**config.mk**
```make
export PLATFORM = sky130hd
export DESIGN_NAME = id_ex_pipe_flat
export DESIGN_NICKNAME = d
export VERILOG_FILES = /design/src/rtl/id_ex_pkg.sv /design/src/rtl/id_ex_if.sv /design/src/rtl/id_ex_slot.sv /design/src/rtl/id_ex_pipe.sv /design/src/flat_wrapper.sv
export SDC_FILE = /design/constraint.sdc
export NUM_CORES = 1
export LEC_CHECK = 0
export CAP_MARGIN = 20
export CELL_PAD_IN_SITES_DETAIL_PLACEMENT = 1
export CELL_PAD_IN_SITES_GLOBAL_PLACEMENT = 1
export CORE_UTILIZATION = 40
export DETAILED_ROUTE_END_ITERATION = 7
export GPL_TIMING_DRIVEN = 0
export PLACE_DENSITY = 0.8
export SYNTH_ARGS = -nofsm -noshare
export SYNTH_HDL_FRONTEND = slang
export SYNTH_SLANG_ARGS = --single-unit
```
**constraint.sdc**
```tcl
create_clock -name clk_i -period 2.6 [get_ports clk_i]
set_clock_uncertainty 0.1 [all_clocks]
set_input_delay 0.39 -clock clk_i [delete_from_list [all_inputs] [get_ports clk_i]]
set_output_delay 0.39 -clock clk_i [all_outputs]
set_load 0.01 [all_outputs]
```
**src/rtl/id_ex_pkg.sv**
```systemverilog
// Shared types and default widths for the ID/EX pipeline register.
package id_ex_pkg;
    localparam int DATA_W_D  = 32;
    localparam int RADDR_W_D = 5;
    localparam int WB_W_D    = 2;
    localparam int MEM_W_D   = 3;
    localparam int EX_W_D    = 4;

    typedef struct packed {
        logic [WB_W_D-1:0]  wb;
        logic [MEM_W_D-1:0] mem;
        logic [EX_W_D-1:0]  ex;
    } id_ex_ctrl_t;

    typedef struct packed {
        logic [DATA_W_D-1:0]  inst_addr;
        logic [DATA_W_D-1:0]  rsdata;
        logic [DATA_W_D-1:0]  rtdata;
        logic [DATA_W_D-1:0]  imm;
        logic [RADDR_W_D-1:0] rsaddr;
        logic [RADDR_W_D-1:0] rtaddr;
        logic [RADDR_W_D-1:0] rdaddr;
    } id_ex_payload_t;

    localparam id_ex_ctrl_t CTRL_BUBBLE = '0;

    // Occupancy doubles as the control state: SKID is only ever valid behind MAIN.
    typedef enum logic [1:0] {
        OCC_EMPTY = 2'd0,
        OCC_ONE   = 2'd1,
        OCC_FULL  = 2'd2
    } occ_e;
endpackage

```
**src/rtl/id_ex_if.sv**
```systemverilog
// Decode-side and execute-side handshake plus payload of the ID/EX register.
interface id_ex_if #(
    parameter int DATA_W  = 32,
    parameter int RADDR_W = 5,
    parameter int WB_W    = 2,
    parameter int MEM_W   = 3,
    parameter int EX_W    = 4
);
    logic               in_valid_i, in_ready_o;
    logic [WB_W-1:0]    wb_i;
    logic [MEM_W-1:0]   mem_i;
    logic [EX_W-1:0]    ex_i;
    logic [DATA_W-1:0]  inst_addr_i, rsdata_i, rtdata_i, imm_i;
    logic [RADDR_W-1:0] rsaddr_i, rtaddr_i, rdaddr_i;

    logic               out_valid_o, out_ready_i;
    logic [WB_W-1:0]    wb_o;
    logic [MEM_W-1:0]   mem_o;
    logic [EX_W-1:0]    ex_o;
    logic [DATA_W-1:0]  inst_addr_o, rsdata_o, rtdata_o, imm_o;
    logic [RADDR_W-1:0] rsaddr_o, rtaddr_o, rdaddr_o;
    logic [1:0]         occ_o;

    modport slave (
        input  in_valid_i, wb_i, mem_i, ex_i, inst_addr_i, rsdata_i, rtdata_i, imm_i,
               rsaddr_i, rtaddr_i, rdaddr_i, out_ready_i,
        output in_ready_o, out_valid_o, wb_o, mem_o, ex_o, inst_addr_o, rsdata_o,
               rtdata_o, imm_o, rsaddr_o, rtaddr_o, rdaddr_o, occ_o
    );

    modport master (
        output in_valid_i, wb_i, mem_i, ex_i, inst_addr_i, rsdata_i, rtdata_i, imm_i,
               rsaddr_i, rtaddr_i, rdaddr_i, out_ready_i,
        input  in_ready_o, out_valid_o, wb_o, mem_o, ex_o, inst_addr_o, rsdata_o,
               rtdata_o, imm_o, rsaddr_o, rtaddr_o, rdaddr_o, occ_o
    );
endinterface

```
**src/rtl/id_ex_slot.sv**
```systemverilog
// One pipeline slot: valid bit, control group and payload with load and clear.
module id_ex_slot #(
    parameter int CTRL_W = 9,
    parameter int PAY_W  = 143
) (
    input  logic              clk_i,
    input  logic              rst_n_i,
    input  logic              load_i,
    input  logic              clr_i,
    input  logic [CTRL_W-1:0] ctrl_i,
    input  logic [PAY_W-1:0]  pay_i,
    output logic              vld_o,
    output logic [CTRL_W-1:0] ctrl_o,
    output logic [PAY_W-1:0]  pay_o
);
    logic              vld_q;
    logic [CTRL_W-1:0] ctrl_q;
    logic [PAY_W-1:0]  pay_q;

    // Clear wins over load and zeroes control only; payload may stay stale.
    always_ff @(posedge clk_i or negedge rst_n_i) begin
        if (!rst_n_i) begin
            vld_q  <= 1'b0;
            ctrl_q <= '0;
            pay_q  <= '0;
        end else if (clr_i) begin
            vld_q  <= 1'b0;
            ctrl_q <= '0;
        end else if (load_i) begin
            vld_q  <= 1'b1;
            ctrl_q <= ctrl_i;
            pay_q  <= pay_i;
        end
    end

    assign vld_o  = vld_q;
    assign ctrl_o = ctrl_q;
    assign pay_o  = pay_q;
endmodule

```
**src/rtl/id_ex_pipe.sv**
```systemverilog
// ID/EX pipeline register with a one-entry skid buffer and synchronous flush.
module id_ex_pipe
    import id_ex_pkg::*;
#(
    parameter int DATA_W  = DATA_W_D,
    parameter int RADDR_W = RADDR_W_D,
    parameter int WB_W    = WB_W_D,
    parameter int MEM_W   = MEM_W_D,
    parameter int EX_W    = EX_W_D
) (
    input  logic    clk_i,
    input  logic    rst_n_i,
    input  logic    flush_i,
    id_ex_if.slave  bus
);
    localparam int CTRL_W = WB_W + MEM_W + EX_W;
    localparam int PAY_W  = 4 * DATA_W + 3 * RADDR_W;

    logic [CTRL_W-1:0] in_ctrl, main_ctrl, skid_ctrl, main_ctrl_d;
    logic [PAY_W-1:0]  in_pay, main_pay, skid_pay, main_pay_d;
    logic              main_vld, skid_vld, main_ld, main_clr, skid_ld, skid_clr;
    logic              accept, pop;
    occ_e              occ;

    assign in_ctrl = {bus.wb_i, bus.mem_i, bus.ex_i};
    assign in_pay  = {bus.inst_addr_i, bus.rsdata_i, bus.rtdata_i, bus.imm_i,
                      bus.rsaddr_i, bus.rtaddr_i, bus.rdaddr_i};

    // Ready depends only on registered state, never on out_ready_i.
    assign bus.in_ready_o = !skid_vld;
    assign accept = bus.in_valid_i && !skid_vld;
    assign pop    = main_vld && bus.out_ready_i;

    always_comb begin
        occ = OCC_EMPTY;
        if (skid_vld)      occ = OCC_FULL;
        else if (main_vld) occ = OCC_ONE;
    end

    always_comb begin
        main_ld     = 1'b0;
        main_clr    = 1'b0;
        skid_ld     = 1'b0;
        skid_clr    = 1'b0;
        main_ctrl_d = in_ctrl;
        main_pay_d  = in_pay;
        if (flush_i) begin
            main_clr = 1'b1;
            skid_clr = 1'b1;
        end else begin
            case (occ)
                OCC_EMPTY: main_ld = accept;
                OCC_ONE: begin
                    if (pop) begin
                        main_ld  = accept;
                        main_clr = !accept;
                    end else begin
                        skid_ld  = accept;
                    end
                end
                OCC_FULL: begin
                    if (pop) begin
                        main_ld     = 1'b1;
                        skid_clr    = 1'b1;
                        main_ctrl_d = skid_ctrl;
                        main_pay_d  = skid_pay;
                    end
                end
                default: ;
            endcase
        end
    end

    id_ex_slot #(.CTRL_W(CTRL_W), .PAY_W(PAY_W)) u_main (
        .clk_i(clk_i), .rst_n_i(rst_n_i), .load_i(main_ld), .clr_i(main_clr),
        .ctrl_i(main_ctrl_d), .pay_i(main_pay_d),
        .vld_o(main_vld), .ctrl_o(main_ctrl), .pay_o(main_pay)
    );

    id_ex_slot #(.CTRL_W(CTRL_W), .PAY_W(PAY_W)) u_skid (
        .clk_i(clk_i), .rst_n_i(rst_n_i), .load_i(skid_ld), .clr_i(skid_clr),
        .ctrl_i(in_ctrl), .pay_i(in_pay),
        .vld_o(skid_vld), .ctrl_o(skid_ctrl), .pay_o(skid_pay)
    );

    // Gate control with valid so an empty head is always a bubble.
    assign {bus.wb_o, bus.mem_o, bus.ex_o} = main_vld ? main_ctrl : '0;
    assign {bus.inst_addr_o, bus.rsdata_o, bus.rtdata_o, bus.imm_o,
            bus.rsaddr_o, bus.rtaddr_o, bus.rdaddr_o} = main_pay;
    assign bus.out_valid_o = main_vld;
    assign bus.occ_o       = {1'b0, main_vld} + {1'b0, skid_vld};
endmodule

```
**src/flat_wrapper.sv**
```systemverilog
// flat-port wrapper written by rule: the top's interface ports become plain ports
module id_ex_pipe_flat import id_ex_pkg::*;
#(
    parameter int DATA_W  = DATA_W_D,
    parameter int RADDR_W = RADDR_W_D,
    parameter int WB_W    = WB_W_D,
    parameter int MEM_W   = MEM_W_D,
    parameter int EX_W    = EX_W_D
)
  (clk_i, rst_n_i, flush_i, bus_in_valid_i, bus_wb_i, bus_mem_i, bus_ex_i, bus_inst_addr_i, bus_rsdata_i, bus_rtdata_i, bus_imm_i, bus_rsaddr_i, bus_rtaddr_i, bus_rdaddr_i, bus_out_ready_i, bus_in_ready_o, bus_out_valid_o, bus_wb_o, bus_mem_o, bus_ex_o, bus_inst_addr_o, bus_rsdata_o, bus_rtdata_o, bus_imm_o, bus_rsaddr_o, bus_rtaddr_o, bus_rdaddr_o, bus_occ_o);
  id_ex_if #(.DATA_W(DATA_W), .RADDR_W(RADDR_W), .WB_W(WB_W), .MEM_W(MEM_W), .EX_W(EX_W)) bus_i ();
  input  logic clk_i;
  input  logic rst_n_i;
  input  logic flush_i;
  input wire logic [$bits(bus_i.in_valid_i)-1:0] bus_in_valid_i;
  input wire logic [$bits(bus_i.wb_i)-1:0] bus_wb_i;
  input wire logic [$bits(bus_i.mem_i)-1:0] bus_mem_i;
  input wire logic [$bits(bus_i.ex_i)-1:0] bus_ex_i;
  input wire logic [$bits(bus_i.inst_addr_i)-1:0] bus_inst_addr_i;
  input wire logic [$bits(bus_i.rsdata_i)-1:0] bus_rsdata_i;
  input wire logic [$bits(bus_i.rtdata_i)-1:0] bus_rtdata_i;
  input wire logic [$bits(bus_i.imm_i)-1:0] bus_imm_i;
  input wire logic [$bits(bus_i.rsaddr_i)-1:0] bus_rsaddr_i;
  input wire logic [$bits(bus_i.rtaddr_i)-1:0] bus_rtaddr_i;
  input wire logic [$bits(bus_i.rdaddr_i)-1:0] bus_rdaddr_i;
  input wire logic [$bits(bus_i.out_ready_i)-1:0] bus_out_ready_i;
  output wire logic [$bits(bus_i.in_ready_o)-1:0] bus_in_ready_o;
  output wire logic [$bits(bus_i.out_valid_o)-1:0] bus_out_valid_o;
  output wire logic [$bits(bus_i.wb_o)-1:0] bus_wb_o;
  output wire logic [$bits(bus_i.mem_o)-1:0] bus_mem_o;
  output wire logic [$bits(bus_i.ex_o)-1:0] bus_ex_o;
  output wire logic [$bits(bus_i.inst_addr_o)-1:0] bus_inst_addr_o;
  output wire logic [$bits(bus_i.rsdata_o)-1:0] bus_rsdata_o;
  output wire logic [$bits(bus_i.rtdata_o)-1:0] bus_rtdata_o;
  output wire logic [$bits(bus_i.imm_o)-1:0] bus_imm_o;
  output wire logic [$bits(bus_i.rsaddr_o)-1:0] bus_rsaddr_o;
  output wire logic [$bits(bus_i.rtaddr_o)-1:0] bus_rtaddr_o;
  output wire logic [$bits(bus_i.rdaddr_o)-1:0] bus_rdaddr_o;
  output wire logic [$bits(bus_i.occ_o)-1:0] bus_occ_o;
  assign bus_i.in_valid_i = bus_in_valid_i;
  assign bus_i.wb_i = bus_wb_i;
  assign bus_i.mem_i = bus_mem_i;
  assign bus_i.ex_i = bus_ex_i;
  assign bus_i.inst_addr_i = bus_inst_addr_i;
  assign bus_i.rsdata_i = bus_rsdata_i;
  assign bus_i.rtdata_i = bus_rtdata_i;
  assign bus_i.imm_i = bus_imm_i;
  assign bus_i.rsaddr_i = bus_rsaddr_i;
  assign bus_i.rtaddr_i = bus_rtaddr_i;
  assign bus_i.rdaddr_i = bus_rdaddr_i;
  assign bus_i.out_ready_i = bus_out_ready_i;
  assign bus_in_ready_o = bus_i.in_ready_o;
  assign bus_out_valid_o = bus_i.out_valid_o;
  assign bus_wb_o = bus_i.wb_o;
  assign bus_mem_o = bus_i.mem_o;
  assign bus_ex_o = bus_i.ex_o;
  assign bus_inst_addr_o = bus_i.inst_addr_o;
  assign bus_rsdata_o = bus_i.rsdata_o;
  assign bus_rtdata_o = bus_i.rtdata_o;
  assign bus_imm_o = bus_i.imm_o;
  assign bus_rsaddr_o = bus_i.rsaddr_o;
  assign bus_rtaddr_o = bus_i.rtaddr_o;
  assign bus_rdaddr_o = bus_i.rdaddr_o;
  assign bus_occ_o = bus_i.occ_o;
  id_ex_pipe #(.DATA_W(DATA_W), .RADDR_W(RADDR_W), .WB_W(WB_W), .MEM_W(MEM_W), .EX_W(EX_W)) u_core (.clk_i(clk_i), .rst_n_i(rst_n_i), .flush_i(flush_i), .bus(bus_i));
endmodule
```
==> results of run 1 <==
==> cell type report <==
class	count	area (µm²)	share of cell area
Multi-Input combinational cell	502	4600	0.263
Timing Repair Buffer	321	3240	0.185
Inverter	2	7.51	0.000429
Sequential cell	306	7660	0.437
Clock buffer	54	1060	0.0605
Tap cell	396	495	0.0283
Antenna cell	1	2.50	0.000143
Clock inverter	5	25.0	0.00143
Buffer	83	427	0.0244
==> worst reg2reg max path, stage by stage, from the launching register on <==
cell and delay [ps]:
dfrtp_2 460, inv_1 120, ha_1 150, buf_2 190, and3b_1 240, nand2_1 110, nor2_4 160, buf_4 210
buf_2 300, mux2_2 380
==> placed cells by master, fill, tap and decap left out, types with 2 or more instances in the layout <==
master,synthesis,layout
clkdlybuf4s50_1,0,310
dfrtp_1,306,304
o22a_1,286,286
mux2_2,143,143
clkbuf_1,38,42
clkbuf_16,0,37
buf_2,40,28
buf_4,0,16
nand2_1,14,13
and2_1,10,10
a22oi_1,9,9
o21ai_0,9,9
a22o_1,9,9
clkbuf_4,0,7
clkbuf_8,0,7
a21oi_1,5,5
clkinv_2,0,5
clkbuf_2,0,4
nor2_1,3,3
ha_1,3,3
inv_1,2,2
buf_6,1,2
nand3_1,2,2
buf_16,0,2
dfrtp_2,0,2
==> logic make-up (layout without fill, tap and decap cells) <==
kind of cell | after synthesis | count (layout)
adder cells (fa/ha/maj) | 3 | 3
other | 0 | 1
buffers and inverters | 85 | 465
AO/OA/AOI/OAI | 322 | 322
multiplexers | 143 | 143
AND/OR/NAND/NOR | 34 | 34
flip-flops | 306 | 306
==> layer usage <==
layer | vias up | track usage | wire length [µm]
li1 | 4168 | - | -
met4 | 2 | 0.0607 | 800
met5 | - | 0 | 12
met2 | 268 | 0.405 | 18600
met1 | 4849 | 0.311 | 15900
met3 | 56 | 0.0658 | 2770
==> power by group through the flow <==
stage	Sequential, mW	Clock [mW]	Combinational (mW)
floorplan	7.71	0	2.22
finish	7.61	4.67	4.95
global placement	7.54	0	4.74
CTS	7.61	4.79	5.02
detailed placement	7.65	0	4.93
global route	7.83	4.96	5.32
==> through the flow <==
stage	TNS, ps	utilization
3_5_place_dp	-112420	0.529
6_report	0	0.568
2_1_floorplan	0	-
3_3_place_gp	-3914120	0.526
4_1_cts	0	0.567
5_1_grt	-3680	0.568
==> worst max path at each step <==
stage / endpoint / from
3_3_place_gp: u_core.u_skid.pay_o[27] / rst_n_i
4_1_cts: u_core.u_main.pay_o[109] / u_core.u_skid.vld_o
5_1_grt: u_core.u_skid.pay_o[28] / u_core.u_skid.vld_o
6_report: u_core.u_skid.pay_o[132] / u_core.u_skid.vld_o
3_5_place_dp: u_core.u_main.pay_o[114] / u_core.u_main.vld_o
2_1_floorplan: u_core.u_main.pay_o[100] / u_core.u_main.vld_o
==> state kept, by name, indices dropped and copies added, names as in the netlist <==
name and flops:
u_core.u_skid.vld_o 1, u_core.u_main.pay_o 143, u_core.u_skid.pay_o 143, u_core.u_main.vld_o 1, u_core.u_skid.ctrl_o 9, u_core.u_main.ctrl_o 9
==> timing repair <==
item	CTS	global route
hold endpoints to repair	66	0
gates resized for setup	17	24
pin swaps	2	0
buffers inserted	5	0
hold buffers	1	0
endpoints found under the setup margin	314	224
==> impl_results.md, run 1 <==
* Logic pwr share at 0.287
* LEAKAGE at 6.92 nW
* Router iterations before antenna repair at 7
* WL/cell at 22.8 µm
* Port bufs at 311
* RSZ-0062 raised after global routing: yes
* Hold Crit Class: input port to async pin
* Sw Share at 0.278
* Post-Synthesis Cells at 893
* Mean post-synth cell area at 14.1 µm²
* Clock Path Buffers at 3
* Worst Hold Slack at 346 ps
* Number of synthesized register bits at 306
* Clock slew at reported path FFs at 60 ps
* Vias in the first global route at 10.6k
* Status: finished with violations
* Core ar. at 30800 µm²
* Finish-stage setup viols at 0
* Synth Net Count at 1053
* Clock power frac at 0.271
* Cell mode on critical path: buf_2
* Cell family with most CP delay: buffers and inverters
* Die area at 32300 µm²
* Gpl congestion at 0.776
* Internal at 12.4 mW
* Design area at 17500 µm²
* CP Max Fanout at 10
* Area of the mapped netlist at 12600 µm²
* Seq pwr share at 0.441
* Filler cell count in the final layout at 3031
* Tcrit/Tclk final at 0.971
* Placed cells at 1604
* Fin. max-slew vios at 0
* DRC Markers at 42
* Failing checks: design-rule violations
* Startpoint types: register
* Ys Warns at 0
* Commonest cells post-synth: dfrtp_1 (306), o22a_1 (286), mux2_2 (143)
* Area Overhead vs Synth at 38.8%
* H-tree levels at 2
* Crit path depth at 9
* Simple-Gate Fraction of Synth Area at 0.0134
* Top_reg_cell synth: dfrtp_1
* Sequential-to-total area share from yosys stat at 0.607
* Most common cell in the synthesized netlist: dfrtp_1
* Mux cell area share after synthesis at 0.128
* Cells on worst reg2reg path at 9
* Fin. Hold Viols at 0
* Critical path class: register to register
* Num CTS Buffers at 35
* Site Rows at 64
* CTS tree: built
* Max-cap violations at 0
* Antenna Nets Post-Route at 0
* Boundary pin count at 313
* Synth Area in Compound Gates at 0.219
* Xor/xnor share of the synthesized area at 0
* Reg2reg start: u_core.u_skid.vld_o
* Final #Nets at 1411
* Overall routing resource usage at 0.242
* CP bufs+invs at 4
* Clock sinks at 306
* Arrival time worst endpoint at 2800 ps
* Synth cell types at 26
* Share of cells above drive strength 1 at 0.203
* Overall power at 17.2 mW
* DR vias at 9343
* Pre-CTS setup slack at -732 ps
* DR iter-0 viols at 435
* Combinational family with the most area after synthesis: compound AO/OA/AOI/OAI gates
* Ranking of synthesized cells by area: dfrtp_1 (61%), o22a_1 (20%), mux2_2 (13%)
* Pwr/cell area at 984 nW/µm²
* Post-route setup slack at 76.4 ps
* Worst r2r dst: u_core.u_skid.pay_o[132]
* Synth area leader: dfrtp_1
* Async SR Flop Fraction at 1.00
* Root Driver: clkbuf_16
* Antenna violations before repair at 3
* Post-synth EDFFs at 0
* DR vias/cell at 5.59
* Initial Utilization at 0.409
* Worst-Margin Slew at 744 ps
* GRT overflow at 0
* Placed Area at 16300 µm²
* Net Sw Power at 4.78 mW
* Worst path slowest cell: dfrtp_2
* Slew headroom at 0.504
* Later-pin clock latency in the skew report at 500 ps
* Fin crit period at 2520 ps
* Largest net degree at the start of global routing at 122
* Detail Placement HPWL at 25800 µm
* Crit-path cells: inv_1 -> ha_1 -> buf_2 -> and3b_1 -> nand2_1 -> nor2_4 -> buf_4 -> buf_2 -> mux2_2
* Critical Path RT at 2880 ps
* Flop2flop setup slack at 80 ps
* Worst setup EP type: register
* Post-Synth Adder-Cell Area at 0.00297
* Wire length of the first global-routing pass at 61800 µm
* Fmax at 0.396 GHz
* Post-synth top area share at 0.607
* Non-Filler Instances at 1670
* DIE WIDTH at 180 µm
* Slowest cell delay on critical path at 460 ps
* Die Y at 180 µm
* Total Routed Length at 38100 µm
* Peak supply drop at 561 µV
No activity file was read; power rests on OpenSTA's default activity.
==> run 2, diff against run 1 <==
Settings changed: REMOVE_ABC_BUFFERS set to 1.
==> impl_results.md, run 2 (synthesized netlist as in run 1, its figures left out) <==
* Total Routed Length at 36300 µm (was 38100 µm)
* CTS tree: built (unchanged)
* Post-route setup slack at 124 ps (was 76.4 ps)
* Root Driver: clkbuf_16 (unchanged)
* Critical Path RT at 2880 ps (about the same)
* Slew headroom at 0.335 (was 0.504)
* Fmax at 0.404 GHz (was 0.396 GHz)
* Router iterations before antenna repair at 6 (was 7)
* Fin crit period at 2480 ps (was 2520 ps)
* Clock slew at reported path FFs at 60 ps (about the same)
* Area Overhead vs Synth at 39.2% (was 38.8%)
* H-tree levels at 2 (unchanged)
* Clock sinks at 306 (unchanged)
* Antenna violations before repair at 2 (was 3)
* Final core utilization at 0.570 (was 0.568)
* Critical path class: register to register (unchanged)
* Most frequent cells in the layout: clkdlybuf4s50_1 (310), dfrtp_1 (304), o22a_1 (286), mux2_2 (143), clkbuf_16 (38) (was clkdlybuf4s50_1 (310), dfrtp_1 (304), o22a_1 (286), mux2_2 (143), clkbuf_1 (42))
* Filler cell count in the final layout at 2967 (was 3031)
* Wire length of the first global-routing pass at 58900 µm (was 61800 µm)
* Site Rows at 64 (unchanged)
* Peak supply drop at 586 µV (was 561 µV)
* Commonest non-fill, non-tap cell in the layout: clkdlybuf4s50_1 (unchanged)
* Die area at 32300 µm² (unchanged)
* Worst setup EP type: register (unchanged)
* GRT overflow at 0 (unchanged)
* Fin. Hold Viols at 0 (unchanged)
* Fin. max-slew vios at 0 (unchanged)
* Clock Path Buffers at 3 (unchanged)
* Pwr/cell area at 985 nW/µm² (was 984 nW/µm²)
* Hold Crit Class: input port to register (was input port to async pin)
* Overall power at 17.3 mW (was 17.2 mW)
* Tcrit/Tclk final at 0.952 (was 0.971)
* Gpl congestion at 0.741 (was 0.776)
* Later-pin clock latency in the skew report at 500 ps (about the same)
* Cells on worst reg2reg path at 9 (unchanged)
* Max-cap violations at 0 (unchanged)
* DR vias at 9045 (was 9343)
* Final #Nets at 1348 (was 1411)
* Core ar. at 30800 µm² (unchanged)
* DIE WIDTH at 180 µm (unchanged)
* DR iter-0 viols at 514 (was 435)
* Startpoint types: register (unchanged)
* CP Max Fanout at 28 (was 10)
* Largest net degree at the start of global routing at 120 (was 122)
* Arrival time worst endpoint at 2750 ps (was 2800 ps)
* Hold path cells at 2
* LEAKAGE at 6.86 nW (was 6.92 nW)
* Share of cells above drive strength 1 at 0.194 (was 0.203)
* Port bufs at 312 (was 311)
* Num CTS Buffers at 35 (unchanged)
* Die Y at 180 µm (unchanged)
* DRC Markers at 22 (was 42)
* DR vias/cell at 5.61 (was 5.59)
* WL/cell at 22.5 µm (was 22.8 µm)
* Pre-CTS setup slack at -688 ps (was -732 ps)
* Status: finished with violations (unchanged)
* Finish-stage setup viols at 0 (unchanged)
* Detail Placement HPWL at 23000 µm (was 25800 µm)
* Overall routing resource usage at 0.229 (was 0.242)
* Worst-Margin Slew at 990 ps (was 744 ps)
* Antenna Nets Post-Route at 0 (unchanged)
* Boundary pin count at 313 (unchanged)
* Initial Utilization at 0.409 (unchanged)
* Vias in the first global route at 10.2k (was 10.6k)
* Failing checks: design-rule violations (unchanged)
==> run 2: power by group <==
group / total [mW] / internal, mW / switching [mW]
logic: 5.03 / 3.14 / 1.88
registers: 7.54 / 6.55 / 0.986
clock network: 4.74 / 2.83 / 1.91
total: 17.3 / 12.5 / 4.78
==> run 2: worst paths after layout <==
path	startpoint	to	slack, ps
max	u_core.u_skid.vld_o	u_core.u_main.pay_o[64]	120
min	flush_i	u_core.u_main.pay_o[135]	310
max reg2reg	u_core.u_skid.vld_o	u_core.u_main.pay_o[64]	120
min reg2reg	u_core.u_skid.ctrl_o[4]	u_core.u_main.ctrl_o[4]	390
max in group asynchronous	rst_n_i	u_core.u_main.vld_o	980
min in group asynchronous	rst_n_i	u_core.u_skid.pay_o[86]	370
==> run 2: critical path, stage by stage, from the launching register on <==
cell and delay, ps:
dfrtp_2 470, inv_2 110, ha_4 190, or2_4 380, a31oi_4 180, buf_4 190, buf_16 150, buf_12 170
buf_16 170, o22a_1 200
==> run 2: repair_timing <==
item / 4_1_cts / 5_1_grt
hold buffers: 1 / 0
endpoints found under the hold margin: 69 / 0
setup buffers: 7 / 2
resized for setup: 3 / 5
endpoints found under the setup margin: 295 / 97
pin swaps: 3 / 1
==> run 2: metrics by stage <==
stage               std cells  TNS (ps)  cell area [µm²]  hold WS [ps]
finish                   1611         0            17600           312
detailed placement       1537    -89500            16400           307
floorplan                 810   -956830            12200         -5.59
global placement         1518  -7582540            15900           362
CTS                      1606         0            17500           282
global route             1611    -0.987            17600           317
==> run 2: routing by layer <==
layer	routed length, µm	track usage	part of all wire	vias to the layer above
li1	-	-	-	4051
met1	15100	0.288	0.42	4685
met2	17500	0.378	0.48	254
met3	2840	0.0739	0.078	55
met4	791	0.0634	0.022	0
met5	0	0	0	-
==> run 2: area by class of cell <==
type / count / area [µm²] / share of cell area
Sequential cell: 306 / 7660 / 0.436
Clock buffer: 54 / 1070 / 0.0609
Antenna cell: 2 / 5.00 / 0.000285
Clock inverter: 8 / 47.5 / 0.00271
Inverter: 2 / 7.51 / 0.000427
Multi-Input combinational cell: 502 / 4610 / 0.263
Tap cell: 396 / 495 / 0.0282
Timing Repair Buffer: 341 / 3670 / 0.209
